==> src/rtl/toggle_burst_ctrl_if.sv <==
// ---------------------------------------------------------------------------
// toggle_burst_ctrl_if
// Bundle of request/status signals between the configuration/control logic
// (master) and the toggle burst sequencer (slave).
//
// Signals:
//   start        master->slave  request a burst
//   half_period  master->slave  cycles between toggles (CNT_W bits)
//   num_toggles  master->slave  toggles per burst (N_W bits)
//   abort        master->slave  terminate an active burst
//   busy         slave->master  burst in progress
//   done         slave->master  one-cycle pulse on normal completion
//   tog_en       slave->master  one-cycle toggle-enable to the T flip-flop
//   tog_q        slave->master  shadow of the T flip-flop state
//   toggles_left slave->master  toggles remaining (N_W bits)
// ---------------------------------------------------------------------------
interface toggle_burst_ctrl_if #(
  parameter int CNT_W = 16,
  parameter int N_W   = 8
);
  logic             start;
  logic [CNT_W-1:0] half_period;
  logic [N_W-1:0]   num_toggles;
  logic             abort;
  logic             busy;
  logic             done;
  logic             tog_en;
  logic             tog_q;
  logic [N_W-1:0]   toggles_left;

  // Requester side: drives the controls, observes the status
  modport master (
    output start, half_period, num_toggles, abort,
    input  busy, done, tog_en, tog_q, toggles_left
  );

  // Sequencer side: observes the controls, drives the status
  modport slave (
    input  start, half_period, num_toggles, abort,
    output busy, done, tog_en, tog_q, toggles_left
  );
endinterface

==> src/rtl/toggle_burst_ctrl.sv <==
// ---------------------------------------------------------------------------
// toggle_burst_ctrl
// Sequencer for the T flip-flop toggle datapath. A start request launches a
// burst of num_toggles single-cycle tog_en pulses spaced half_period cycles
// apart. A shadow copy of the flip-flop state (tog_q) is kept so that an
// abort can return the flip-flop to 0 with one extra restore pulse.
//
// Ports:
//   clk  system clock, rising edge
//   rst  asynchronous reset, active low
//   bus  toggle_burst_ctrl_if.slave (start/half_period/num_toggles/abort in,
//        busy/done/tog_en/tog_q/toggles_left out)
//
// Build option:
//   TOGGLE_BURST_AUTO_RELOAD_EN - when defined, a completed burst pulses done
//   and immediately restarts with the latched settings until aborted.
// ---------------------------------------------------------------------------
module toggle_burst_ctrl #(
  parameter int CNT_W = 16,
  parameter int N_W   = 8
) (
  input logic                clk,
  input logic                rst,
  toggle_burst_ctrl_if.slave bus
);

  typedef enum logic [1:0] {
    IDLE,
    COUNT,
    RESTORE,
    DONE
  } state_t;

  state_t           state_q, state_d;
  logic [CNT_W-1:0] counter_q, counter_d;
  logic [CNT_W-1:0] reloadVal_q, reloadVal_d;
  logic [N_W-1:0]   togglesLeft_q, togglesLeft_d;
  logic             busy_q, busy_d;
  logic             done_q, done_d;
  logic             togEn_q, togEn_d;
  logic             togQ_q, togQ_d;
`ifdef TOGGLE_BURST_AUTO_RELOAD_EN
  logic [N_W-1:0]   numLat_q, numLat_d;
`endif

  logic [CNT_W-1:0] startReload;
  logic             counterZero;

  // A half period of 0 behaves like 1, so the reload value saturates at 0
  assign startReload = (bus.half_period == '0) ? '0 : bus.half_period - CNT_W'(1);
  assign counterZero = (counter_q == '0);

  // Next-state and next-output logic. Outputs are computed for the state
  // being entered so that the registered copies line up with that state.
  always_comb begin
    state_d       = state_q;
    counter_d     = counter_q;
    reloadVal_d   = reloadVal_q;
    togglesLeft_d = togglesLeft_q;
    busy_d        = busy_q;
    done_d        = 1'b0;
    togEn_d       = 1'b0;
    togQ_d        = togQ_q;
`ifdef TOGGLE_BURST_AUTO_RELOAD_EN
    numLat_d      = numLat_q;
`endif

    case (state_q)
      IDLE: begin
        busy_d = 1'b0;
        // start wins over a simultaneous abort here
        if (bus.start) begin
          reloadVal_d   = startReload;
          counter_d     = startReload;
          togglesLeft_d = bus.num_toggles;
          busy_d        = 1'b1;
`ifdef TOGGLE_BURST_AUTO_RELOAD_EN
          numLat_d      = bus.num_toggles;
`endif
          if (bus.num_toggles == '0) begin
            state_d = DONE;
            done_d  = 1'b1;
          end else begin
            state_d = COUNT;
          end
        end
      end

      COUNT: begin
        if (bus.abort) begin
          // Abort suppresses this cycle's tick, terminal tick included
          togglesLeft_d = '0;
          counter_d     = '0;
          if (togQ_q) begin
            state_d = RESTORE;
            togEn_d = 1'b1;
            togQ_d  = 1'b0;
          end else begin
            state_d = IDLE;
            busy_d  = 1'b0;
          end
        end else if (togglesLeft_q == '0) begin
          state_d = DONE;
          done_d  = 1'b1;
`ifdef TOGGLE_BURST_AUTO_RELOAD_EN
          // Preload so the DONE cycle doubles as the first count cycle
          counter_d     = reloadVal_q;
          togglesLeft_d = numLat_q;
`endif
        end else if (counterZero) begin
          togEn_d       = 1'b1;
          togQ_d        = ~togQ_q;
          togglesLeft_d = togglesLeft_q - N_W'(1);
          counter_d     = reloadVal_q;
        end else begin
          counter_d = counter_q - CNT_W'(1);
        end
      end

      RESTORE: begin
        state_d = IDLE;
        busy_d  = 1'b0;
      end

      DONE: begin
`ifdef TOGGLE_BURST_AUTO_RELOAD_EN
        if (numLat_q != '0) begin
          state_d = COUNT;
          if (counterZero) begin
            togEn_d       = 1'b1;
            togQ_d        = ~togQ_q;
            togglesLeft_d = togglesLeft_q - N_W'(1);
            counter_d     = reloadVal_q;
          end else begin
            counter_d = counter_q - CNT_W'(1);
          end
        end else begin
          state_d = IDLE;
          busy_d  = 1'b0;
        end
`else
        state_d = IDLE;
        busy_d  = 1'b0;
`endif
      end

      default: begin
        state_d = IDLE;
        busy_d  = 1'b0;
      end
    endcase
  end

  // State and output registers; reset clears everything immediately,
  // without any restore pulse, even mid-burst
  always_ff @(posedge clk or negedge rst) begin
    if (!rst) begin
      state_q       <= IDLE;
      counter_q     <= '0;
      reloadVal_q   <= '0;
      togglesLeft_q <= '0;
      busy_q        <= 1'b0;
      done_q        <= 1'b0;
      togEn_q       <= 1'b0;
      togQ_q        <= 1'b0;
`ifdef TOGGLE_BURST_AUTO_RELOAD_EN
      numLat_q      <= '0;
`endif
    end else begin
      state_q       <= state_d;
      counter_q     <= counter_d;
      reloadVal_q   <= reloadVal_d;
      togglesLeft_q <= togglesLeft_d;
      busy_q        <= busy_d;
      done_q        <= done_d;
      togEn_q       <= togEn_d;
      togQ_q        <= togQ_d;
`ifdef TOGGLE_BURST_AUTO_RELOAD_EN
      numLat_q      <= numLat_d;
`endif
    end
  end

  assign bus.busy         = busy_q;
  assign bus.done         = done_q;
  assign bus.tog_en       = togEn_q;
  assign bus.tog_q        = togQ_q;
  assign bus.toggles_left = togglesLeft_q;

endmodule

==> src/flat_wrapper.sv <==
// flat-port wrapper written by rule: the top's interface ports become plain ports
module toggle_burst_ctrl_flat 
#(
  parameter int CNT_W = 16,
  parameter int N_W   = 8
)
  (clk, rst, bus_start, bus_half_period, bus_num_toggles, bus_abort, bus_busy, bus_done, bus_tog_en, bus_tog_q, bus_toggles_left);
  toggle_burst_ctrl_if #(.CNT_W(CNT_W), .N_W(N_W)) bus_i ();
  input logic clk;
  input logic rst;
  input wire logic [$bits(bus_i.start)-1:0] bus_start;
  input wire logic [$bits(bus_i.half_period)-1:0] bus_half_period;
  input wire logic [$bits(bus_i.num_toggles)-1:0] bus_num_toggles;
  input wire logic [$bits(bus_i.abort)-1:0] bus_abort;
  output wire logic [$bits(bus_i.busy)-1:0] bus_busy;
  output wire logic [$bits(bus_i.done)-1:0] bus_done;
  output wire logic [$bits(bus_i.tog_en)-1:0] bus_tog_en;
  output wire logic [$bits(bus_i.tog_q)-1:0] bus_tog_q;
  output wire logic [$bits(bus_i.toggles_left)-1:0] bus_toggles_left;
  assign bus_i.start = bus_start;
  assign bus_i.half_period = bus_half_period;
  assign bus_i.num_toggles = bus_num_toggles;
  assign bus_i.abort = bus_abort;
  assign bus_busy = bus_i.busy;
  assign bus_done = bus_i.done;
  assign bus_tog_en = bus_i.tog_en;
  assign bus_tog_q = bus_i.tog_q;
  assign bus_toggles_left = bus_i.toggles_left;
  toggle_burst_ctrl #(.CNT_W(CNT_W), .N_W(N_W)) u_core (.clk(clk), .rst(rst), .bus(bus_i));
endmodule
==> config.mk <==
export PLATFORM = sky130hd
export DESIGN_NAME = toggle_burst_ctrl_flat
export DESIGN_NICKNAME = d
export VERILOG_FILES = /design/src/rtl/toggle_burst_ctrl_if.sv /design/src/rtl/toggle_burst_ctrl.sv /design/src/flat_wrapper.sv
export SDC_FILE = /design/constraint.sdc
export NUM_CORES = 1
export LEC_CHECK = 0
export ABC_CLOCK_PERIOD_IN_PS = 3800
export BUFFER_PORTS_ARGS = -buffer_cell sky130_fd_sc_hd__clkbuf_2
export CAP_MARGIN = 20
export CORE_MARGIN = 2
export CORE_UTILIZATION = 60
export DETAILED_ROUTE_END_ITERATION = 10
export GPL_TIMING_DRIVEN = 1
export HOLD_SLACK_MARGIN = 0.05
export PLACE_DENSITY = 0.86
export REMOVE_ABC_BUFFERS = 1
export SLEW_MARGIN = 40
export SYNTH_ARGS = -nofsm -noshare
export SYNTH_HDL_FRONTEND = slang
export SYNTH_SLANG_ARGS = --single-unit
==> constraint.sdc <==
create_clock -name clk -period 3.8 [get_ports clk]
set_clock_uncertainty 0.1 [all_clocks]
set_input_delay 0.19 -clock clk [delete_from_list [all_inputs] [get_ports clk]]
set_output_delay 0.19 -clock clk [all_outputs]
set_load 0.05 [all_outputs]
==> flow_summary_export.csv, run 1 <==
group,metric,value,unit
min_path,min_to,"u_core.bus.toggles_left[5]",
floorplanning,floorplan.initialDensity,0.620,
route,wire_per_inst,16.6,um
floorplanning,dieArea,0.00546,sq mm
synth,synth_most_common_cell,"dfrtp_1",
cells_and_area,drive_gt1_frac,0.192,
route,drc,0,
worst_setup_path,crit_type,"reg -> reg",
cells_and_area,postLayoutCellArea,0.00329,sq mm
pwr,p_seq_frac,0.371,
synth,ys.flop_type,"dfrtp_1",
synth,yosysWarningCount,0,
timing,tightestPinTransition,0.841,ns
floorplanning,die_h,73.9,um
synth,yosysSeqAreaShare,0.393,
pwr,power_density,773,mW/mm^2
timing,hold_viol_final,0,
worst_setup_path,path_cells,"inv_1, ha_1, nor4b_2, nand4_2, nor2_4, o21ai_1, a31o_2",
placed_design,dp_cells,421,
worst_setup_path,crit_fanout,16,
pwr,switchingPower,1180,uW
clock_tree,cts_root_buf,"clkbuf_8",
timing,slew_headroom,0.437,
synth,syn_area,0.00293,sq mm
cells_and_area,final_cells,432,
synth,synthTopCellsByCount,"dfrtp_1, o21ai_0, nor2_1",
global_routing,grt_first_pass_wirelength,11900,um
worst_setup_path,regToRegEndpoint,"u_core.bus.toggles_left[0]",
timing,fin_crit_sh,0.653,
cells_and_area,antenna_cells,0,
placed_design,place.gp.congestion,0.876,
clock_tree,cts_buffers,5,
floorplanning,pin_count,40,
cells_and_area,fillers,362,
pwr,leakage,0.00143,uW
clock_tree,cts_tree,"built",
timing,setup_violations,0,
clock_tree,htree_levels,2,
worst_setup_path,max_stage_delay,0.48,ns
clock_tree,path_clk_slew,0.09,ns
synth,yosysTopAreaCell,"dfrtp_1",
route,detail_route.iter0.violations,244,
floorplanning,die_x,73.9,um
worst_setup_path,cp-end-kind,"flip-flop",
min_path,worstHoldPathType,"in -> reg",
route,ant_nets,0,
pwr,peakVddDrop,0.000422,V
worst_setup_path,reg2reg_depth,7,
timing,slew_violations,0,
run,maxCapViolCount,0,
route,dr.pass1.iters,5,
clock_tree,post_cts_resized,0,
route,vias,2708,
global_routing,grt_pass1_vias,2523,
synth,synthCells,327,
timing,rsz0062_at_grt,"no",
clock_tree,cts.path.max_buffers,2,
global_routing,grt_max_degree,47,
clock_tree,clkLatencyLatePin,0.31,ns
cells_and_area,area_growth,12.3,%
placed_design,portBuffers,39,
synth,synth_edf_count,0,
min_path,hold_path_depth,3,
pwr,switching_share,0.466,
timing,setup-tns-final,0,ns
worst_setup_path,arrival,2.59,ns
timing,fin_crit,2.48,ns
floorplanning,fp.coreArea,0.00472,sq mm
placed_design,dp_hpwl,5080,um
synth,ys_types,61,
floorplanning,rows,25,
placed_design,place_area,0.00314,sq mm
clock_tree,cts.sinks,46,
pwr,p_int,1360,uW
route,via_per_inst,6.27,
outcome,status,"complete, no violations",
synth,yosysTopAreaCellShare,0.393,
synth,syn_avg_cell_area,8.96,sq um
pwr,p_clk_frac,0.148,
global_routing,antenna_found_initial,0,
global_routing,gr-total-overflow,0,
min_path,min_from,"bus_num_toggles[5]",
pwr,combPwrFrac,0.481,
worst_setup_path,start_kind,"flip-flop",
synth,async_reset_ff_frac,1.00,
cells_and_area,final_nets,397,
worst_setup_path,slowest_stage,"nand4_2",
worst_setup_path,required,3.91,ns
timing,fmax,403,MHz
synth,synth_area_leaders,"dfrtp_1, o21ai_0, nor2_1",
worst_setup_path,timing.rr.start,"u_core.counter_q[0]",
global_routing,track_usage,0.289,
worst_setup_path,r2r_setup_slack,1.32,ns
synth,synth.ff_latch_count,46,
route,wl,7170,um
worst max-delay path by stage:
| stage | startpoint | endpoint | slack, ns | depth (start not counted) |
|---|---|---|---|---|
| 6_report | u_core.counter_q[0] | u_core.bus.toggles_left[0] | 1.32 | 7 |
| 4_1_cts | u_core.state_q[1] | u_core.counter_q[13] | 1.16 | 4 |
| 3_5_place_dp | u_core.state_q[1] | u_core.counter_q[13] | 1.19 | 4 |
| 5_1_grt | u_core.counter_q[0] | u_core.bus.toggles_left[0] | 1.10 | 7 |
| 2_1_floorplan | u_core.bus.toggles_left[1] | u_core.counter_q[9] | 1.39 | 7 |
| 3_3_place_gp | u_core.state_q[1] | u_core.counter_q[13] | 1.37 | 4 |
critical path, delay by kind of cell (launching register included):
kind | cells | cell delay, ns
buffers and inverters | 1 | 0.11
and+or+nand+nor | 3 | 1.16
adders and majority gates | 1 | 0.20
AOI/OAI and AO/OA | 2 | 0.37
DFF | 1 | 0.44
metrics by stage:
stage | utilization | power, uW | setup slack (ns) | hold WS [ns]
3_3_place_gp | 0.665 | 2090 | 1.37 | 0.211
2_1_floorplan | - | 1810 | 1.39 | -0.206
6_report | 0.696 | 2540 | 1.32 | 0.0612
3_5_place_dp | 0.665 | 2150 | 1.19 | 0.219
5_1_grt | 0.696 | 2730 | 1.10 | 0.0586
4_1_cts | 0.695 | 2530 | 1.16 | 0.0582
cell type report:
cell class                      instances  area, sq um  area share
Clock buffer                            5         68.8      0.0209
Clock inverter                          3         45.0      0.0137
Inverter                               11         41.3      0.0126
Multi-Input combinational cell        256         1660       0.504
Sequential cell                        46         1150       0.350
Tap cell                               67         83.8      0.0255
Timing Repair Buffer                   44          240      0.0731
repair_timing:
item / 4_1_cts / 5_1_grt
endpoints found under the setup margin: 0 / 0
hold buffers: 3 / 0
setup buffers: 0 / 0
hold endpoints to repair: 48 / 0
power groups by stage:
stage | clock network, uW | registers [uW] | logic [uW]
final | 375 | 944 | 1220
after global routing | 396 | 979 | 1350
after CTS | 378 | 936 | 1220
after detailed placement | 0 | 944 | 1210
after global placement | 0 | 930 | 1160
after floorplan | 0 | 1080 | 740
cell usage in the layout (no fill, tap or decap), types with 3 or more instances in the layout:
cell type,n
o21ai_1,9
nand3_1,13
a21o_1,8
o211ai_1,3
a2bb2oi_1,3
clkbuf_2,39
a221o_1,6
inv_1,11
xor2_1,10
o21a_1,3
o21ai_0,33
nand2_1,29
o31ai_1,5
nand2b_1,3
ha_1,5
dlygate4sd3_1,3
dfrtp_1,46
a21oi_1,9
nor4_1,6
xnor2_1,8
nor3_2,4
mux2i_1,4
clkbuf_8,5
nand4_1,7
or4_1,4
nor3_1,8
nor2_1,31
cell families (layout without fill, tap and decap cells):
group,after synthesis,in the layout,share of synthesized area
flip-flops,46,46,0.393
buffers and inverters,25,63,0.0423
XOR/XNOR,18,18,0.0538
multiplexers,5,5,0.0175
adder cells (fa/ha/maj),5,5,0.0214
AO/OA/AOI/OAI,99,99,0.224
AND/OR/NAND/NOR,129,129,0.248
flip-flops by register name (all words and copies together), names as in the netlist:
signal / cells
u_core.bus.done: 1
u_core.bus.tog_en: 1
u_core.counter_q: 16
u_core.state_q: 2
u_core.bus.toggles_left: 8
u_core.bus.tog_q: 1
u_core.bus.busy: 1
u_core.reloadVal_q: 16
routing by layer:
metal | part of all wire | global-route usage | wire, um
met1 | 0.42 | 0.381 | 3020
met5 | 0 | 0 | 0
met2 | 0.49 | 0.466 | 3550
met4 | 0.021 | 0.101 | 148
met3 | 0.063 | 0.0686 | 451
Power figures use the tool's default switching activity.
==> run 2: changes to the inputs <==
- ABC_AREA: default -> 1
- ABC_CLOCK_PERIOD_IN_PS: 3800 -> 2200
- CORE_UTILIZATION: 60 -> 53
- PLACE_DENSITY: 0.86 -> 0.79
- clock period: 3.8 -> 2.2 ns (I/O delays scaled with it)
==> run 2 against run 1 <==
Flip-flop and latch count is the same. Critical path type unchanged. Die area grew 31%. Maximum frequency grew 24%. Routed wire length grew 25%. Setup slack lost 1.1 ns. Non-clock buffer count grew 10.
==> flow_summary_export.csv, run 2 <==
group,metric,value,unit
cells_and_area,final_common_cell,"nand2_1",
route,detail_route.iter0.violations,331,
floorplanning,fp.coreArea,0.00631,sq mm
route,wire_per_inst,13.4,um
clock_tree,cts_root_buf,"clkbuf_8",
synth,synthTopCellsByCount,"nand2_1, nor2_1, inv_1",
clock_tree,clkLatencyLatePin,0.31,ns
worst_setup_path,cp.depth,9,
worst_setup_path,required,2.35,ns
worst_setup_path,max_stage_delay,0.47,ns
timing,setup_violations,0,
synth,synth.area.mux_share,0,
synth,async_reset_ff_frac,1.00,
pwr,power_density,1180,mW/mm^2
synth,syn_avg_cell_area,6.39,sq um
min_path,hold_path_depth,4,
global_routing,met1_usage,0.383,
cells_and_area,antenna_cells,0,
pwr,leakage,0.00209,uW
synth,synth_compound_gate_area_share,0.0697,
synth,yosysTopAreaCellShare,0.334,
global_routing,grt-busiest-layer,"met2",
run,maxCapViolCount,0,
synth,synth_edf_count,0,
synth,synth_top_family_by_area,"simple AND/OR/NAND/NOR gates",
min_path,min_from,"bus_abort",
floorplanning,floorplan.initialDensity,0.546,
clock_tree,cts_tree,"built",
cells_and_area,final_nets,621,
worst_setup_path,slowest_stage,"dfrtp_1",
synth,synth-simple-area-share,0.457,
timing,fmax,499,MHz
clock_tree,htree_levels,2,
synth,synth_fa_ha_area_frac,0.0182,
timing,slew_violations,0,
clock_tree,cts_buffers,5,
global_routing,gr-total-overflow,0,
global_routing,antenna_found_initial,0,
synth,synth_area_leaders,"dfrtp_1, nand2_1, nor2_1",
worst_setup_path,path_buf_inv,0,
placed_design,portBuffers,39,
worst_setup_path,reg2reg_depth,9,
route,drc,0,
synth,synth_most_common_cell,"nand2_1",
floorplanning,pin_count,40,
min_path,worstHoldPathType,"in -> reg",
synth,ys_types,35,
worst_setup_path,cp_common_cell,"nand2_1",
synth,synthCells,539,
global_routing,grt_max_degree,28,
synth,ys.flop_type,"dfrtp_1",
route,ant_nets,0,
min_path,min_to,"u_core.bus.tog_q",
synth,yosysSeqAreaShare,0.334,
timing,fin_crit,2.00,ns
floorplanning,rows,29,
pwr,peakVddDrop,0.000923,V
clock_tree,path_clk_slew,0.10,ns
synth,synth.ff_latch_count,46,
global_routing,grt_first_pass_wirelength,15100,um
timing,hold_viol_final,0,
route,vias,3556,
worst_setup_path,cp-end-kind,"flip-flop",
cells_and_area,final_cell_mix,"nand2_1, nor2_1, inv_1, nand3_1, dfrtp_1",
route,dr.pass1.iters,5,
timing,tightestPinTransition,0.696,ns
worst_setup_path,arrival,2.15,ns
cells_and_area,postLayoutCellArea,0.00390,sq mm
worst_setup_path,crit_type,"reg -> reg",
global_routing,track_usage,0.257,
worst_setup_path,path_cells,"nor2_1, nand2_1, nor2_1, nand3_1, nand3_1, nand2_1, nand2_1, nand2_1, nand2_1",
worst_setup_path,crit_fanout,7,
synth,yosysTopAreaCell,"dfrtp_1",
placed_design,place.gp.congestion,0.942,
timing,rsz0062_at_grt,"no",
cells_and_area,drive_gt1_frac,0.144,
worst_setup_path,regToRegEndpoint,"u_core.counter_q[14]",
timing,slew_headroom,0.536,
clock_tree,post-cts-setup-buffer-count,0,
outcome,status,"complete, no violations",
timing,fin_crit_sh,0.911,
floorplanning,dieArea,0.00716,sq mm
worst_setup_path,start_kind,"flip-flop",
global_routing,grtUsageMet2,0.402,
timing,setup-tns-final,0,ns
route,wl,8930,um
synth,yosysWarningCount,0,
worst_setup_path,critical_path.top_delay_family,"simple AND/OR/NAND/NOR gates",
synth,syn_area,0.00344,sq mm
global_routing,use_met3,0.0275,
placed_design,place_area,0.00372,sq mm
clock_tree,cts.sinks,46,
synth,synth_xor_area_frac,0.0254,
cells_and_area,area_growth,13.3,%
route,via_per_inst,5.34,
placed_design,dp_hpwl,6740,um
floorplanning,die_x,84.6,um
global_routing,grt_pass1_vias,3136,
floorplanning,die_h,84.6,um
worst_setup_path,timing.rr.start,"u_core.counter_q[7]",
worst_setup_path,r2r_setup_slack,0.20,ns
clock_tree,cts.path.max_buffers,2,
run 2: cell count changes after synthesis, sizes merged, moves of 8 or more:
| cell | delta |
|---|---|
| nand2 | +155 |
| inv | +58 |
| nor2 | +55 |
| nand3 | +41 |
| nand4 | +10 |
| o21ai | -10 |
| a21o | -8 |
run 2: worst min-delay path: cells and delay by family:
family | cells | cell delay, ns
compound gates | 2 | 0.14
buf+inv | 2 | 0.18
run 2: metrics by stage:
| stage | instances | hold WS, ns | util | setup WS (ns) | power (uW) |
|---|---|---|---|---|---|
| floorplan | 527 | -0.286 | - | 0.185 | 3370 |
| CTS | 666 | 0.0534 | 0.617 | 0.203 | 4600 |
| global placement | 650 | 0.0750 | 0.590 | 0.292 | 3970 |
| detailed placement | 650 | 0.0804 | 0.590 | 0.208 | 4030 |
| finish | 666 | 0.0539 | 0.618 | 0.197 | 4620 |
| global route | 666 | 0.0738 | 0.618 | 0.0615 | 5030 |
run 2: worst max-delay path by stage:
stage,start,to,slack (ns)
2_1_floorplan,u_core.state_q[1],u_core.counter_q[2],0.18
3_3_place_gp,u_core.counter_q[0],u_core.counter_q[7],0.29
3_5_place_dp,u_core.counter_q[0],u_core.counter_q[7],0.21
4_1_cts,u_core.counter_q[0],u_core.counter_q[7],0.20
5_1_grt,u_core.counter_q[7],u_core.counter_q[14],0.06
6_report,u_core.counter_q[7],u_core.counter_q[14],0.20
run 2: cell families after synthesis:
logic type | count (synthesis)
AOI/OAI and AO/OA | 44
xor gates and xnor gates | 10
adders and majority gates | 5
buffers and inverters | 81
DFF | 46
and+or+nand+nor | 353
run 2: layout make-up:
cell class                 instances  area (sq um)
timing repair buffer              54           328
multi-input combinational        412          1970
clock buffer                       5          68.8
inverter                          69           262
sequential                        46          1150
tap                               77          96.3
clock inverter                     3          25.0
fill                             610          2410
run 2: repair_timing:
item / in CTS / in global routing
hold endpoints to repair: 32 / 0
hold buffers: 8 / 0
gates resized for setup: 0 / 1
endpoints found under the setup margin: 0 / 1
run 2: metal layers:
layer  vias to the layer above  wire (um)  part of all wire
li1                       1800          -                 -
met1                      1596       4200              0.47
met2                       144       4050              0.45
met3                        16        560             0.063
met4                         0        123             0.014
met5                         -          0                 0
run 2: power by group:
part	total, uW	internal, uW	leakage [uW]	switching [uW]
Combinational	2450	767	0.00147	1680
Sequential	1620	1220	0.000571	397
Clock	553	230	0.0000447	323
